===== src/rtl/adder_seq_pkg.sv =====
// -----------------------------------------------------------------------------
// adder_seq_pkg
// Shared definitions for the word-serial adder controller:
//   - state_t            : controller state encoding (2 bits)
//   - DEFAULT_WORDS      : default number of words per operand
//   - DEFAULT_BIT_WIDTH  : default width of one adder slice / word
// No ports (package).
// -----------------------------------------------------------------------------
package adder_seq_pkg;

  localparam int DEFAULT_WORDS     = 4;
  localparam int DEFAULT_BIT_WIDTH = 4;

  typedef enum logic [1:0] {
    IDLE = 2'd0,
    ADD  = 2'd1,
    DONE = 2'd2
  } state_t;

endpackage : adder_seq_pkg


===== src/rtl/adder_nbit.sv =====
// -----------------------------------------------------------------------------
// adder_nbit
// Purely combinational BIT_WIDTH-bit adder slice with carry in and carry out.
// Ports:
//   a    [BIT_WIDTH-1:0]  input  : addend word
//   b    [BIT_WIDTH-1:0]  input  : addend word
//   cin                   input  : carry into bit 0
//   sum  [BIT_WIDTH-1:0]  output : a + b + cin, modulo 2^BIT_WIDTH
//   cout                  output : carry out of the top bit
// -----------------------------------------------------------------------------
module adder_nbit #(
  parameter int BIT_WIDTH = 4
) (
  input  logic [BIT_WIDTH-1:0] a,
  input  logic [BIT_WIDTH-1:0] b,
  input  logic                 cin,
  output logic [BIT_WIDTH-1:0] sum,
  output logic                 cout
);

  // One extra bit of headroom carries the top-bit carry out.
  logic [BIT_WIDTH:0] total_s;

  assign total_s = {1'b0, a} + {1'b0, b} + {{BIT_WIDTH{1'b0}}, cin};
  assign sum     = total_s[BIT_WIDTH-1:0];
  assign cout    = total_s[BIT_WIDTH];

endmodule : adder_nbit


===== src/rtl/adder_seq_ctrl.sv =====
// -----------------------------------------------------------------------------
// adder_seq_ctrl
// Adds two WORDS*BIT_WIDTH-bit operands using a single BIT_WIDTH-bit adder
// slice, one word per clock, least-significant word first. The carry between
// words is held in a register, so an operation takes WORDS ADD cycles plus one
// DONE cycle.
// Ports:
//   clk       input                  : clock, rising edge
//   rst       input                  : synchronous active-high reset
//   start     input                  : request, only looked at in IDLE
//   op_a      input  [WORDS*BW-1:0]  : operand A, captured on accepted start
//   op_b      input  [WORDS*BW-1:0]  : operand B, captured on accepted start
//   carry_in  input                  : initial carry, captured on accepted start
//   busy      output                 : high in ADD and DONE
//   done      output                 : one-cycle pulse, result valid
//   sum       output [WORDS*BW-1:0]  : registered result
//   overflow  output                 : carry out of the most-significant word
// -----------------------------------------------------------------------------
module adder_seq_ctrl
  import adder_seq_pkg::*;
#(
  parameter int BIT_WIDTH = DEFAULT_BIT_WIDTH,
  parameter int WORDS     = DEFAULT_WORDS
) (
  input  logic                       clk,
  input  logic                       rst,
  input  logic                       start,
  input  logic [WORDS*BIT_WIDTH-1:0] op_a,
  input  logic [WORDS*BIT_WIDTH-1:0] op_b,
  input  logic                       carry_in,
  output logic                       busy,
  output logic                       done,
  output logic [WORDS*BIT_WIDTH-1:0] sum,
  output logic                       overflow
);

  // Index counter is one bit wider than strictly needed; the word select
  // below uses only the low bits, which cover 0..WORDS-1.
  localparam int IDX_W = $clog2(WORDS) + 1;
  localparam int SEL_W = (WORDS > 1) ? $clog2(WORDS) : 1;

  localparam logic [IDX_W-1:0] LAST_IDX = IDX_W'(WORDS - 1);
  localparam logic [IDX_W-1:0] ONE_IDX  = IDX_W'(1);
  localparam logic [IDX_W-1:0] ZERO_IDX = IDX_W'(0);

  typedef logic [WORDS-1:0][BIT_WIDTH-1:0] word_vec_t;

  // ---------------------------------------------------------------------------
  // State and datapath registers
  // ---------------------------------------------------------------------------
  state_t               state_r;
  state_t               state_next_s;

  word_vec_t            op_a_r;
  word_vec_t            op_b_r;
  word_vec_t            sum_r;
  logic [IDX_W-1:0]     idx_r;
  logic                 carry_r;
  logic                 overflow_r;
  logic                 busy_r;
  logic                 done_r;

  // ---------------------------------------------------------------------------
  // Control strobes decoded from the current state
  // ---------------------------------------------------------------------------
  logic                 accept_s;   // start taken this cycle
  logic                 step_s;     // one word added this cycle
  logic                 last_s;     // current word is the most-significant

  // ---------------------------------------------------------------------------
  // Adder slice connections
  // ---------------------------------------------------------------------------
  logic [SEL_W-1:0]     idx_sel_s;
  logic [BIT_WIDTH-1:0] word_a_s;
  logic [BIT_WIDTH-1:0] word_b_s;
  logic [BIT_WIDTH-1:0] word_sum_s;
  logic                 word_cout_s;

  assign idx_sel_s = idx_r[SEL_W-1:0];
  assign word_a_s  = op_a_r[idx_sel_s];
  assign word_b_s  = op_b_r[idx_sel_s];

  adder_nbit #(
    .BIT_WIDTH (BIT_WIDTH)
  ) u_adder_nbit (
    .a    (word_a_s),
    .b    (word_b_s),
    .cin  (carry_r),
    .sum  (word_sum_s),
    .cout (word_cout_s)
  );

  // Controller next-state and per-cycle strobes.
  always_comb begin
    state_next_s = state_r;
    accept_s     = 1'b0;
    step_s       = 1'b0;
    last_s       = 1'b0;
    case (state_r)
      IDLE: begin
        if (start) begin
          accept_s     = 1'b1;
          state_next_s = ADD;
        end else begin
          state_next_s = IDLE;
        end
      end
      ADD: begin
        step_s = 1'b1;
        if (idx_r == LAST_IDX) begin
          last_s       = 1'b1;
          state_next_s = DONE;
        end else begin
          state_next_s = ADD;
        end
      end
      DONE: begin
        state_next_s = IDLE;
      end
      default: begin
        state_next_s = IDLE;
      end
    endcase
  end

  // Controller state register.
  always_ff @(posedge clk) begin
    if (rst) begin
      state_r <= IDLE;
    end else begin
      state_r <= state_next_s;
    end
  end

  // Operand capture, word index, inter-word carry, result and overflow.
  always_ff @(posedge clk) begin
    if (rst) begin
      op_a_r     <= '0;
      op_b_r     <= '0;
      sum_r      <= '0;
      idx_r      <= ZERO_IDX;
      carry_r    <= 1'b0;
      overflow_r <= 1'b0;
    end else if (accept_s) begin
      // Operands are latched here so the requester may change them freely
      // once the start has been taken.
      op_a_r  <= op_a;
      op_b_r  <= op_b;
      carry_r <= carry_in;
      sum_r   <= '0;
      idx_r   <= ZERO_IDX;
    end else if (step_s) begin
      sum_r[idx_sel_s] <= word_sum_s;
      carry_r          <= word_cout_s;
      if (last_s) begin
        // Index parks at 0 so it never reaches WORDS while in ADD.
        overflow_r <= word_cout_s;
        idx_r      <= ZERO_IDX;
      end else begin
        overflow_r <= overflow_r;
        idx_r      <= idx_r + ONE_IDX;
      end
    end else begin
      sum_r      <= sum_r;
      overflow_r <= overflow_r;
    end
  end

  // Status outputs registered from the next state so they line up with it.
  always_ff @(posedge clk) begin
    if (rst) begin
      busy_r <= 1'b0;
      done_r <= 1'b0;
    end else begin
      busy_r <= (state_next_s != IDLE);
      done_r <= (state_next_s == DONE);
    end
  end

  assign busy     = busy_r;
  assign done     = done_r;
  assign sum      = sum_r;
  assign overflow = overflow_r;

endmodule : adder_seq_ctrl


===== config.mk =====
export PLATFORM = sky130hd
export DESIGN_NAME = adder_seq_ctrl
export DESIGN_NICKNAME = d
export VERILOG_FILES = /design/src/rtl/adder_seq_pkg.sv /design/src/rtl/adder_nbit.sv /design/src/rtl/adder_seq_ctrl.sv
export SDC_FILE = /design/constraint.sdc
export NUM_CORES = 1
export LEC_CHECK = 0
export ABC_AREA = 1
export BUFFER_PORTS_ARGS = -buffer_cell sky130_fd_sc_hd__buf_4
export CAP_MARGIN = 5
export CELL_PAD_IN_SITES_DETAIL_PLACEMENT = 1
export CELL_PAD_IN_SITES_GLOBAL_PLACEMENT = 2
export CORE_ASPECT_RATIO = 0.8
export CORE_UTILIZATION = 30
export CTS_CLUSTER_SIZE = 16
export DETAILED_ROUTE_END_ITERATION = 6
export PLACE_DENSITY_LB_ADDON = 0.1
export SLEW_MARGIN = 10
export SYNTH_ARGS = -nofsm -noshare
export SYNTH_HDL_FRONTEND = slang
export SYNTH_SLANG_ARGS = --single-unit

===== constraint.sdc =====
create_clock -name clk -period 2.71 [get_ports clk]
set_input_delay 0.542 -clock clk [delete_from_list [all_inputs] [get_ports clk]]
set_output_delay 0.542 -clock clk [all_outputs]
set_load 0.005 [all_outputs]

# Word level (Yosys, flattened, before mapping)
# Cells that the tools add are included.
[totals]
register_bits = 57
latch_bits = 0
ram_bits = 0
romBits = 0
in_bits = 36
out_inout_bits = 19
wordCells = 51
memories = 0
[classes]
addsub = 3
multipliers = 0
n_div = 0
order_cmp = 2
n_eq_ne = 3
n_shift = 0
n_mux = 18
bitwise = 1
reduce_logical = 6
[ops]
columns = ["op", "n"]
rows = [
  ["$bmux W4 S2", 2],
  ["$bwmux W16", 1],
  ["$mux W4", 3],
  ["$demux W4 S2", 1],
  ["$mux W1", 8],
  ["$add A4 B4 Y5", 1],
  ["$add A5 B1 Y5", 1],
  ["$pmux W2 S2", 1],
  ["$reduce_bool A2 Y1", 2],
  ["$add A3 B1 Y3 const B", 1],
  ["$eq A3 B2 Y1 const B", 1],
  ["$lt A2 B3 Y1 const B", 1],
  ["$mux W3", 1],
  ["$reduce_and A3 Y1", 1],
  ["$eq A2 B1 Y1 const B", 1],
  ["$eq A2 B2 Y1 const B", 1],
  ["$ge A2 B1 Y1 const B", 1],
  ["$logic_not A2 Y1", 1],
  ["$mux W2", 1],
  ["$reduce_or A2 Y1", 1],
  ["$logic_and A1 B1 Y1", 1],
  ["$not A1 Y1", 1],
]

# Depth between registers and ports, before layout
# Gate-level depths: netlist of the first run.
[logic_depth]
word_depth = 6
depth_mapped = 13
depth_no_buf = 12

# Hierarchy
# Synthesis of the first run repeated with hierarchy kept, for this count alone.
[unflattened]
cells_unflattened = 337
hier_area_um2 = 2451.1
[modules_own_cells]
columns = ["module", "instances", "cells_per_inst", "area_each_um2", "seq_area_each_um2"]
rows = [
  ["adder_seq_ctrl", 1, 312, 2285.9, 1141.1],
  ["adder_nbit", 1, 25, 165.2, 0.0],
]

# Least setup slack after synthesis of the first run
# Ideal clock, no wire load.
[synth_path]
path_kind = "register to register"
start = "register idx_r[0]"
end = "register sum_r, in the netlist sum[14]"
setup_time_ns = 0.066
arrival_ns = 2.221
required_time_ns = 2.644
setup_slack_ns = 0.423
stages_incl_launch_ff = 10
path_buffers = 2
synth_period_minus_slack_ns = 2.287
path_cell_list = "dfxtp_1 buf_2 buf_2 nor2_1 o22a_1 fa_1 fa_1 xnor2_1 nand2_1 a21oi_2"
[synth_between]
elab_chain_len = 5
word_cells_on_any_way = 12
cone_classes = "add/sub (2); order compare (2); mux (7); reduce/logical (1)"
[synth_rtl]
columns = ["element", "line", "text"]
rows = [
  ["from (decl)", "adder_seq_ctrl.sv:57", "logic [IDX_W-1:0] idx_r;"],
  ["from (signal assigned)", "adder_seq_ctrl.sv:161", "idx_r <= idx_r + ONE_IDX;"],
  ["$bmux W4 S2, or another cell as far along", "adder_seq_ctrl.sv:80", "assign word_a_s = op_a_r[idx_sel_s];"],
  ["$mux W4 (not written as such), or another cell as far along", "adder_seq_ctrl.sv:80", ""],
  ["$add A4 B4 Y5 / $mux W4 (equally long branches)", "adder_nbit.sv:24, adder_seq_ctrl.sv:153", ""],
  ["$add A5 B1 Y5 / $demux W4 S2 (equally long branches)", "adder_nbit.sv:24, adder_seq_ctrl.sv:153", ""],
  ["$bwmux W16 *", "adder_seq_ctrl.sv:153", "sum_r[idx_sel_s] <= word_sum_s;"],
  ["to (signal, indexed assignment)", "adder_seq_ctrl.sv:153", ""],
  ["to (signal assigned)", "adder_seq_ctrl.sv:164", "sum_r <= sum_r;"],
  ["to (decl)", "adder_seq_ctrl.sv:56", "word_vec_t sum_r;"],
]
# Every way passes the cells marked *; elsewhere a longest branch is shown, timed or not. The select of a mux whose other input is x is not followed.
# A chain may end at the register's enable or synchronous reset.

# Final worst setup path of the first run
[layout_path]
start = "register idx_r[1]"
end = "register sum_r, in the netlist sum[14]"
# Same word-level chain as after synthesis.

==> results of run 1 <==
[cells in the mapped netlist (all sizes together)]
cell type,count
a211oi,1
a21oi,20
buf,11
clkbuf,3
clkinv,3
dfxtp,57
fa,2
ha,7
inv,26
nand2,58
nand3,12
nor2,90
nor3,1
o21ai,46
o22a,2
o22ai,4
xnor2,1
[power by group]
part,switching (uW),internal [uW]
clock network,348,516
logic,194,127
registers,35.0,888
[per-stage QoR]
| stage | total power (uW) | util | cells | worst slack [ns] |
|---|---|---|---|---|
| floorplan | 1150 | - | 344 | 0.423 |
| global placement | 1260 | 0.376 | 496 | 0.253 |
| detailed placement | 1270 | 0.376 | 496 | 0.127 |
| CTS | 2140 | 0.402 | 512 | 0.107 |
| global route | 2240 | 0.402 | 512 | 0.0565 |
| finish | 2110 | 0.402 | 512 | 0.248 |
[final cells by class]
cell class	count	area, um^2	area share
clock buffers	11	131	0.0404
clock inverters	5	80.1	0.0246
inverters	29	109	0.0334
multi-input cells	244	1220	0.375
flip-flops and latches	57	1140	0.351
well taps	108	135	0.0415
repair buffers	58	435	0.134
[registers in the layout, indices dropped and copies added, names as in the netlist]
| signal | count |
|---|---|
| overflow | 1 |
| idx_r | 3 |
| sum | 16 |
| op_b_r | 16 |
| carry_r | 1 |
| done | 1 |
| busy | 1 |
| op_a_r | 16 |
| state_r | 2 |
[worst max-delay path by stage]
stage | endpoint | slack, ns | depth (start not counted)
2_1_floorplan | sum[14] | 0.42 | 9
3_3_place_gp | sum[14] | 0.25 | 8
3_5_place_dp | sum[14] | 0.13 | 8
4_1_cts | sum[14] | 0.11 | 7
5_1_grt | sum[14] | 0.06 | 8
6_report | sum[14] | 0.25 | 8
[metal layers]
layer	vias to the layer above	global-route usage	wire, um
met5	-	0	0
met4	0	0.0768	125
met3	12	0.0419	251
met2	44	0.244	2630
met1	1038	0.232	3580
li1	1210	-	-
[worst register-to-register path, delay by kind of cell, from the launching register on]
family	cells	cell delay, ns
adders and majority gates	2	0.86
DFF	1	0.39
AOI/OAI and AO/OA	3	0.45
and+or+nand+nor	1	0.12
xor gates and xnor gates	1	0.37
buffers and inverters	1	0.19
[kinds of logic (layout without fill, tap and decap cells)]
| kind of cell | after synthesis | after routing |
|---|---|---|
| AND/OR/NAND/NOR | 161 | 161 |
| XOR/XNOR | 1 | 1 |
| buffers and inverters | 43 | 103 |
| adder cells (fa/ha/maj) | 9 | 9 |
| flip-flops | 57 | 57 |
| AO/OA/AOI/OAI | 73 | 73 |
[repair_timing]
item	CTS	global route
resized for setup	0	2
endpoints found under the setup margin	0	4
buffers inserted	0	0
==> flow_summary.json, run 1 <==
{
  "cts_hold_buf": 0,
  "syn_nets": 389,
  "area_growth_pct": 27.6,
  "path_clk_slew_ns": 0.06,
  "final_common_cell": "nor2_1",
  "htree_levels": 3,
  "r2r_cells": 8,
  "tns_ns": 0,
  "synth_seq_cells": 57,
  "powerDensity_nw_per_um2": 648,
  "dr.pass1.iters": 4,
  "dr_total_vias": 2304,
  "worstHoldStart": "rst",
  "tightest_slew_ns": 0.420,
  "finalMaxSlewViolations": 0,
  "end_kind": "flip-flop",
  "final_hold_viol_count": 0,
  "synth_top_area_share": 0.447,
  "drv_cap": 0,
  "path_common_cell": "fa_1",
  "start_util": 0.315,
  "drive_gt1_frac": 0.238,
  "layout_common_cells": "nor2_1, buf_4, nand2_1",
  "synthSimpleGateAreaFrac": 0.261,
  "ios": 55,
  "gp_congestion": 0.776,
  "regToRegSetupSlack_ns": 0.25,
  "synth_fa_ha_area_frac": 0.0500,
  "antenna_found_initial": 0,
  "syn_area_per_cell_um2": 7.41,
  "insertion_delay_ns": 0.34,
  "ant_nets": 0,
  "grt_setup_unrepaired": "no",
  "arrival_ns": 2.73,
  "grt_util_all_layers": 0.167,
  "crit_slowest_cell": "fa_1",
  "dp_hpwl_mm": 4.91,
  "nFillCells": 1022,
  "fmax_mhz": 406,
  "status": "completed",
  "min_to": "state_r[0]",
  "required_ns": 2.98,
  "ys_warn_count": 0,
  "grt_pass1_wl_mm": 11.4,
  "synth_top_family_by_area": "simple AND/OR/NAND/NOR gates",
  "worstReg2RegStart": "idx_r[1]",
  "cts_tree": "done",
  "rows": 29,
  "synth.area.top_cells": "dfxtp_1, nor2_1, nand2_1, o21ai_1, a21oi_2",
  "root_buffer": "clkbuf_8",
  "routed_wl_mm": 6.59,
  "reg2reg_to": "sum[14]",
  "min_path_cells": 2,
  "crit_start": "idx_r[1]",
  "fin_nets": 444,
  "portBuffers": 54,
  "core_um2": 8090,
  "drc": 0,
  "yosysTopAreaCell": "dfxtp_1",
  "crit_chain": "clkinv_1, o21ai_0, o22a_1, fa_1, fa_1, xnor2_1, nand2_1, a21oi_2",
  "antenna_cells": 0,
  "synthMuxAreaShare": 0,
  "die_w_um": 105,
  "synth_cells": 344,
  "crit_buf_inv": 1,
  "cts_inserted_buffers": 9,
  "startpoint_type": "flip-flop",
  "avgViaCountPerCell": 4.50,
  "grt_pass1_vias": 2339,
  "ys_seq_area_frac": 0.447,
  "min_period_ns": 2.46,
  "place_area_um2": 3040,
  "synth_compound_area_frac": 0.164,
  "fin_hold_ws_ns": 0.409,
  "grt_max_degree": 35,
  "clockBufferDepth": 2,
  "detail_route.wl_per_cell_um": 12.9,
  "fin_crit_sh": 0.909,
  "slowest_delay_ns": 0.44,
  "worstSetupPathType": "reg2reg",
  "fin_skew_ns": 0.00677,
  "netlist_area_um2": 2550,
  "hold_path_class": "in2reg",
  "crit_family": "adder cells",
  "leakagePower_uw": 0.00140,
  "grt_overflow": 0,
  "maxSlewHeadroom": 0.720,
  "synth_xor_area_frac": 0.00343,
  "die_area_um2": 8870,
  "die-height_um": 84.5,
  "vdd_ir_drop_max_mv": 0.250,
  "final_cell_area_um2": 3250,
  "setup_viol": 0,
  "drtIter0Drc": 54,
  "yosysUniqueCellTypes": 26,
  "worst-path-max-fanout": 12,
  "cts_sinks": 57
}
No activity file was read; power rests on OpenSTA's default activity.
==> run 2: changes to the inputs <==
--- a/config.mk
+++ b/config.mk
@@ -8,12 +8,13 @@
 export ABC_AREA = 1
 export BUFFER_PORTS_ARGS = -buffer_cell sky130_fd_sc_hd__buf_4
 export CAP_MARGIN = 5
-export CELL_PAD_IN_SITES_DETAIL_PLACEMENT = 1
+export CELL_PAD_IN_SITES_DETAIL_PLACEMENT = 2
 export CELL_PAD_IN_SITES_GLOBAL_PLACEMENT = 2
 export CORE_ASPECT_RATIO = 0.8
 export CORE_UTILIZATION = 30
 export CTS_CLUSTER_SIZE = 16
 export DETAILED_ROUTE_END_ITERATION = 6
+export HOLD_SLACK_MARGIN = 0.03
 export PLACE_DENSITY_LB_ADDON = 0.1
 export SLEW_MARGIN = 10
 export SYNTH_ARGS = -nofsm -noshare
==> flow_summary.json, run 2 (synthesis results as in run 1) <==
{
  "fin_nets": 444,
  "vdd_ir_drop_max_mv": 0.246,
  "arrival_ns": 2.76,
  "clockBufferDepth": 2,
  "die-height_um": 84.5,
  "worstReg2RegStart": "idx_r[1]",
  "p_total_uw": 2250,
  "startpoint_type": "flip-flop",
  "grt_overflow": 0,
  "fin_crit_sh": 0.915,
  "path_common_cell": "fa_1",
  "tns_ns": 0,
  "hold_path_class": "in2reg",
  "insertion_delay_ns": 0.35,
  "postCtsSetupBuffers": 0,
  "worst-path-max-fanout": 12,
  "ant_nets": 0,
  "crit_chain": "clkinv_1, o21ai_0, o22a_1, fa_1, fa_1, xnor2_1, nand2_1, a21oi_2",
  "slowest_delay_ns": 0.47,
  "rows": 29,
  "grt_util_all_layers": 0.189,
  "routed_wl_mm": 7.68,
  "regToRegSetupSlack_ns": 0.23,
  "reg2reg_to": "sum[14]",
  "r2r_cells": 8,
  "worstSetupPathType": "reg2reg",
  "grt_setup_unrepaired": "no",
  "drc": 0,
  "end_kind": "flip-flop",
  "htree_levels": 3,
  "drv_cap": 0,
  "setup_viol": 0,
  "path_clk_slew_ns": 0.07,
  "status": "completed",
  "root_buffer": "clkbuf_8",
  "powerDensity_nw_per_um2": 685,
  "dr_total_vias": 2398,
  "leakagePower_uw": 0.00142,
  "crit_start": "idx_r[1]",
  "area_growth_pct": 28.9,
  "ios": 55,
  "portBuffers": 54,
  "cts_tree": "done",
  "utilization": 0.406,
  "finalMaxSlewViolations": 0,
  "drive_gt1_frac": 0.240,
  "cts_sinks": 57,
  "start_util": 0.315,
  "dr.pass1.iters": 4,
  "die_w_um": 105,
  "tightest_slew_ns": 0.417,
  "drtIter0Drc": 47,
  "maxSlewHeadroom": 0.722,
  "fin_skew_ns": 0.0107,
  "min_period_ns": 2.48,
  "dp_hpwl_mm": 5.63,
  "gp_congestion": 0.776,
  "cts_inserted_buffers": 9,
  "fmax_mhz": 403,
  "die_area_um2": 8870,
  "core_um2": 8090,
  "final_hold_viol_count": 0,
  "crit_slowest_cell": "fa_1",
  "grt_max_degree": 35,
  "layout_common_cells": "nor2_1, buf_4, nand2_1",
  "grt_pass1_vias": 2547,
  "required_ns": 2.99,
  "antenna_found_initial": 0,
  "detail_route.wl_per_cell_um": 15.0,
  "avgViaCountPerCell": 4.68,
  "crit_path_end": "sum[14]",
  "final_common_cell": "nor2_1",
  "grt_pass1_wl_mm": 12.8,
  "antenna_cells": 0
}
## run 2: cell count changes in the layout (fill, tap and decap cells not counted)
cell        previous run  this run
clkinvlp_4             2         1
clkbuf_1               2         1
clkbuf_8               9        10
bufinv_16              2         3
## run 2: report_power, final
group          switching (uW)  internal [uW]  leakage [uW]
sequential               37.2            888      0.000469
clock                     358            634      0.000120
combinational             207            128      0.000832
## run 2: worst min path at each step
| stage | cells past startpoint | from | end |
|---|---|---|---|
| floorplan | 2 | idx_r[2] | idx_r[2] |
| global placement | 2 | sum[12] | sum[12] |
| detailed placement | 2 | sum[12] | sum[12] |
| CTS | 2 | rst | busy |
| global route | 2 | rst | busy |
| finish | 2 | rst | busy |
## run 2: repair_timing
item | CTS | global route
endpoints found under the setup margin | 0 | 4
gates resized for setup | 0 | 2
hold buffers | 0 | 0
## run 2: per-layer routing
| layer | vias to the layer above | GRT usage | share of wire |
|---|---|---|---|
| li1 | 1205 | - | - |
| met5 | - | 0 | 0 |
| met2 | 41 | 0.307 | 0.46 |
| met4 | 0 | 0.0653 | 0.014 |
| met1 | 1139 | 0.245 | 0.50 |
| met3 | 13 | 0.0489 | 0.035 |
## run 2: area by class of cell
class                      instances  area (um^2)
sequential                        57         1140
inverter                          29          109
clock inverter                     5          103
tap                              108          135
fill                             982         4800
clock buffer                      11          141
timing repair buffer              58          435
multi-input combinational        244         1220
## run 2: metrics by stage
stage	setup WS, ns	std cells	area (um^2)	hold WS (ns)
floorplan	0.423	344	2550	0.445
global placement	0.253	496	3040	0.452
detailed placement	0.0702	496	3040	0.461
CTS	0.00613	512	3280	0.386
global route	0.0428	512	3290	0.386
finish	0.231	512	3290	0.398
## run 2: worst max-delay path, delay by kind of cell, from the launching register on
| family | cells | cell delay [ns] |
|---|---|---|
| fa+ha+maj | 2 | 0.90 |
| compound gates | 3 | 0.45 |
| flops | 1 | 0.40 |
| simple gates | 1 | 0.14 |
| buf+inv | 1 | 0.18 |
| xor+xnor | 1 | 0.34 |
==> run 3: changes to the inputs <==
--- a/config.mk
+++ b/config.mk
@@ -6,12 +6,13 @@
 export NUM_CORES = 1
 export LEC_CHECK = 0
 export ABC_AREA = 1
-export BUFFER_PORTS_ARGS = -buffer_cell sky130_fd_sc_hd__buf_4
+export BUFFER_PORTS_ARGS = -buffer_cell sky130_fd_sc_hd__buf_2
 export CAP_MARGIN = 5
 export CELL_PAD_IN_SITES_DETAIL_PLACEMENT = 2
 export CELL_PAD_IN_SITES_GLOBAL_PLACEMENT = 2
 export CORE_ASPECT_RATIO = 0.8
 export CORE_UTILIZATION = 30
+export CTS_BUF_LIST = sky130_fd_sc_hd__clkbuf_16
 export CTS_CLUSTER_SIZE = 16
 export DETAILED_ROUTE_END_ITERATION = 6
 export HOLD_SLACK_MARGIN = 0.03
==> flow_summary.json, run 3 (synthesis results as in run 1) <==
{
  "rows": 29,
  "slowest_delay_ns": 0.45,
  "htree_levels": 3,
  "final_common_cell": "nor2_1",
  "crit_chain": "clkinv_1, o21ai_0, o22a_1, fa_1, fa_1, xnor2_2, nand2_1, a21oi_2",
  "cts_tree": "done",
  "vdd_ir_drop_max_mv": 0.275,
  "min_path_cells": 3,
  "leakagePower_uw": 0.00141,
  "detail_route.wl_per_cell_um": 14.1,
  "path_clk_slew_ns": 0.05,
  "hold_path_class": "in2reg",
  "die_area_um2": 8870,
  "end_kind": "flip-flop",
  "worstReg2RegStart": "idx_r[1]",
  "finalMaxSlewViolations": 0,
  "clockBufferDepth": 2,
  "die_w_um": 105,
  "ios": 55,
  "required_ns": 2.96,
  "tns_ns": 0,
  "internal_power_uw": 1600,
  "r2r_cells": 8,
  "regToRegSetupSlack_ns": 0.23,
  "crit_start": "idx_r[1]",
  "maxSlewHeadroom": 0.717,
  "drtIter0Drc": 63,
  "tightest_slew_ns": 0.425,
  "worst-path-max-fanout": 12,
  "gp_congestion": 0.783,
  "avgViaCountPerCell": 4.63,
  "layout_common_cells": "nor2_1, dfxtp_1, nand2_1",
  "dr_total_vias": 2365,
  "fin_crit_sh": 0.914,
  "dp_hpwl_mm": 5.43,
  "worstHoldStart": "op_a[13]",
  "routed_wl_mm": 7.19,
  "crit_slowest_cell": "fa_1",
  "postCtsSetupBuffers": 0,
  "drv_cap": 0,
  "drive_gt1_frac": 0.233,
  "grt_overflow": 0,
  "dr.pass1.iters": 4,
  "pwr-share-comb": 0.142,
  "status": "completed",
  "grt_pass1_wl_mm": 12.3,
  "insertion_delay_ns": 0.32,
  "fmax_mhz": 404,
  "cts_inserted_buffers": 9,
  "worstSetupPathType": "reg2reg",
  "arrival_ns": 2.73,
  "area_growth_pct": 24.1,
  "core_um2": 8090,
  "switching_power_uw": 608,
  "fin_skew_ns": 0.00570,
  "powerDensity_nw_per_um2": 698,
  "drc": 0,
  "min_period_ns": 2.48,
  "start_util": 0.315,
  "clkPwrFrac": 0.439,
  "fin_nets": 444,
  "setup_viol": 0,
  "swShare": 0.275,
  "grt_util_all_layers": 0.181,
  "root_buffer": "clkbuf_16",
  "nFillCells": 986,
  "grt_max_degree": 35,
  "p_total_uw": 2210,
  "portBuffers": 54,
  "final_hold_viol_count": 0,
  "antenna_found_initial": 0,
  "startpoint_type": "flip-flop",
  "cts_sinks": 57,
  "grt_setup_unrepaired": "no",
  "path_common_cell": "fa_1",
  "die-height_um": 84.5,
  "min_to": "op_a_r[13]",
  "grt_pass1_vias": 2506,
  "reg2reg_to": "sum[14]",
  "seqPwrFrac": 0.419,
  "ant_nets": 0,
  "antenna_cells": 0
}
-- run 3: final cells by class --
type                    count  area (um^2)  area share
well taps                 108          135      0.0427
clock inverters             6         27.5     0.00870
inverters                  29          109      0.0344
multi-input cells         244         1230       0.388
clock buffers               9          225      0.0711
flip-flops and latches     57         1140       0.360
repair buffers             58          300      0.0949
-- run 3: worst max path at each step --
stage,endpoint,cells past startpoint
after floorplan,sum[14],9
after global placement,sum[14],8
after detailed placement,sum[14],8
after CTS,sum[14],8
after global routing,sum[14],8
final,sum[14],8
-- run 3: power by group through the flow --
stage                     combinational [uW]  sequential [uW]  clock (uW)
after detailed placement                 318              943           0
after CTS                                318              926        1010
final                                    314              925         970
after global placement                   308              942           0
after floorplan                          220              926           0
after global routing                     364              931        1040
-- run 3: metrics by stage --
stage / instance area [um^2] / setup WS, ns / cells / utilization / hold slack (ns)
floorplan: 2550 / 0.423 / 344 / - / 0.445
finish: 3170 / 0.233 / 511 / 0.391 / 0.457
detailed placement: 2910 / 0.171 / 496 / 0.359 / 0.459
global placement: 2910 / 0.206 / 496 / 0.359 / 0.449
CTS: 3160 / 0.122 / 511 / 0.390 / 0.448
global route: 3170 / 0.0810 / 511 / 0.391 / 0.457
-- run 3: critical path, delay by kind of cell (launching register included) --
family                     cells  cell delay, ns
buffers and inverters          1            0.24
DFF                            1            0.43
xor gates and xnor gates       1            0.25
and+or+nand+nor                1            0.11
AOI/OAI and AO/OA              3            0.48
adders and majority gates      2            0.89
-- run 3: routing by layer --
| layer | routed length, um | global-route usage | up-vias |
|---|---|---|---|
| met5 | 0 | 0 | - |
| met3 | 248 | 0.0543 | 7 |
| li1 | - | - | 1209 |
| met1 | 3610 | 0.229 | 1103 |
| met2 | 3240 | 0.291 | 46 |
| met4 | 89 | 0.0691 | 0 |
-- run 3: repair_timing --
action                     CTS  global route
setup endpoints to repair    0             1
gates resized for setup      0             1
hold buffers                 0             0
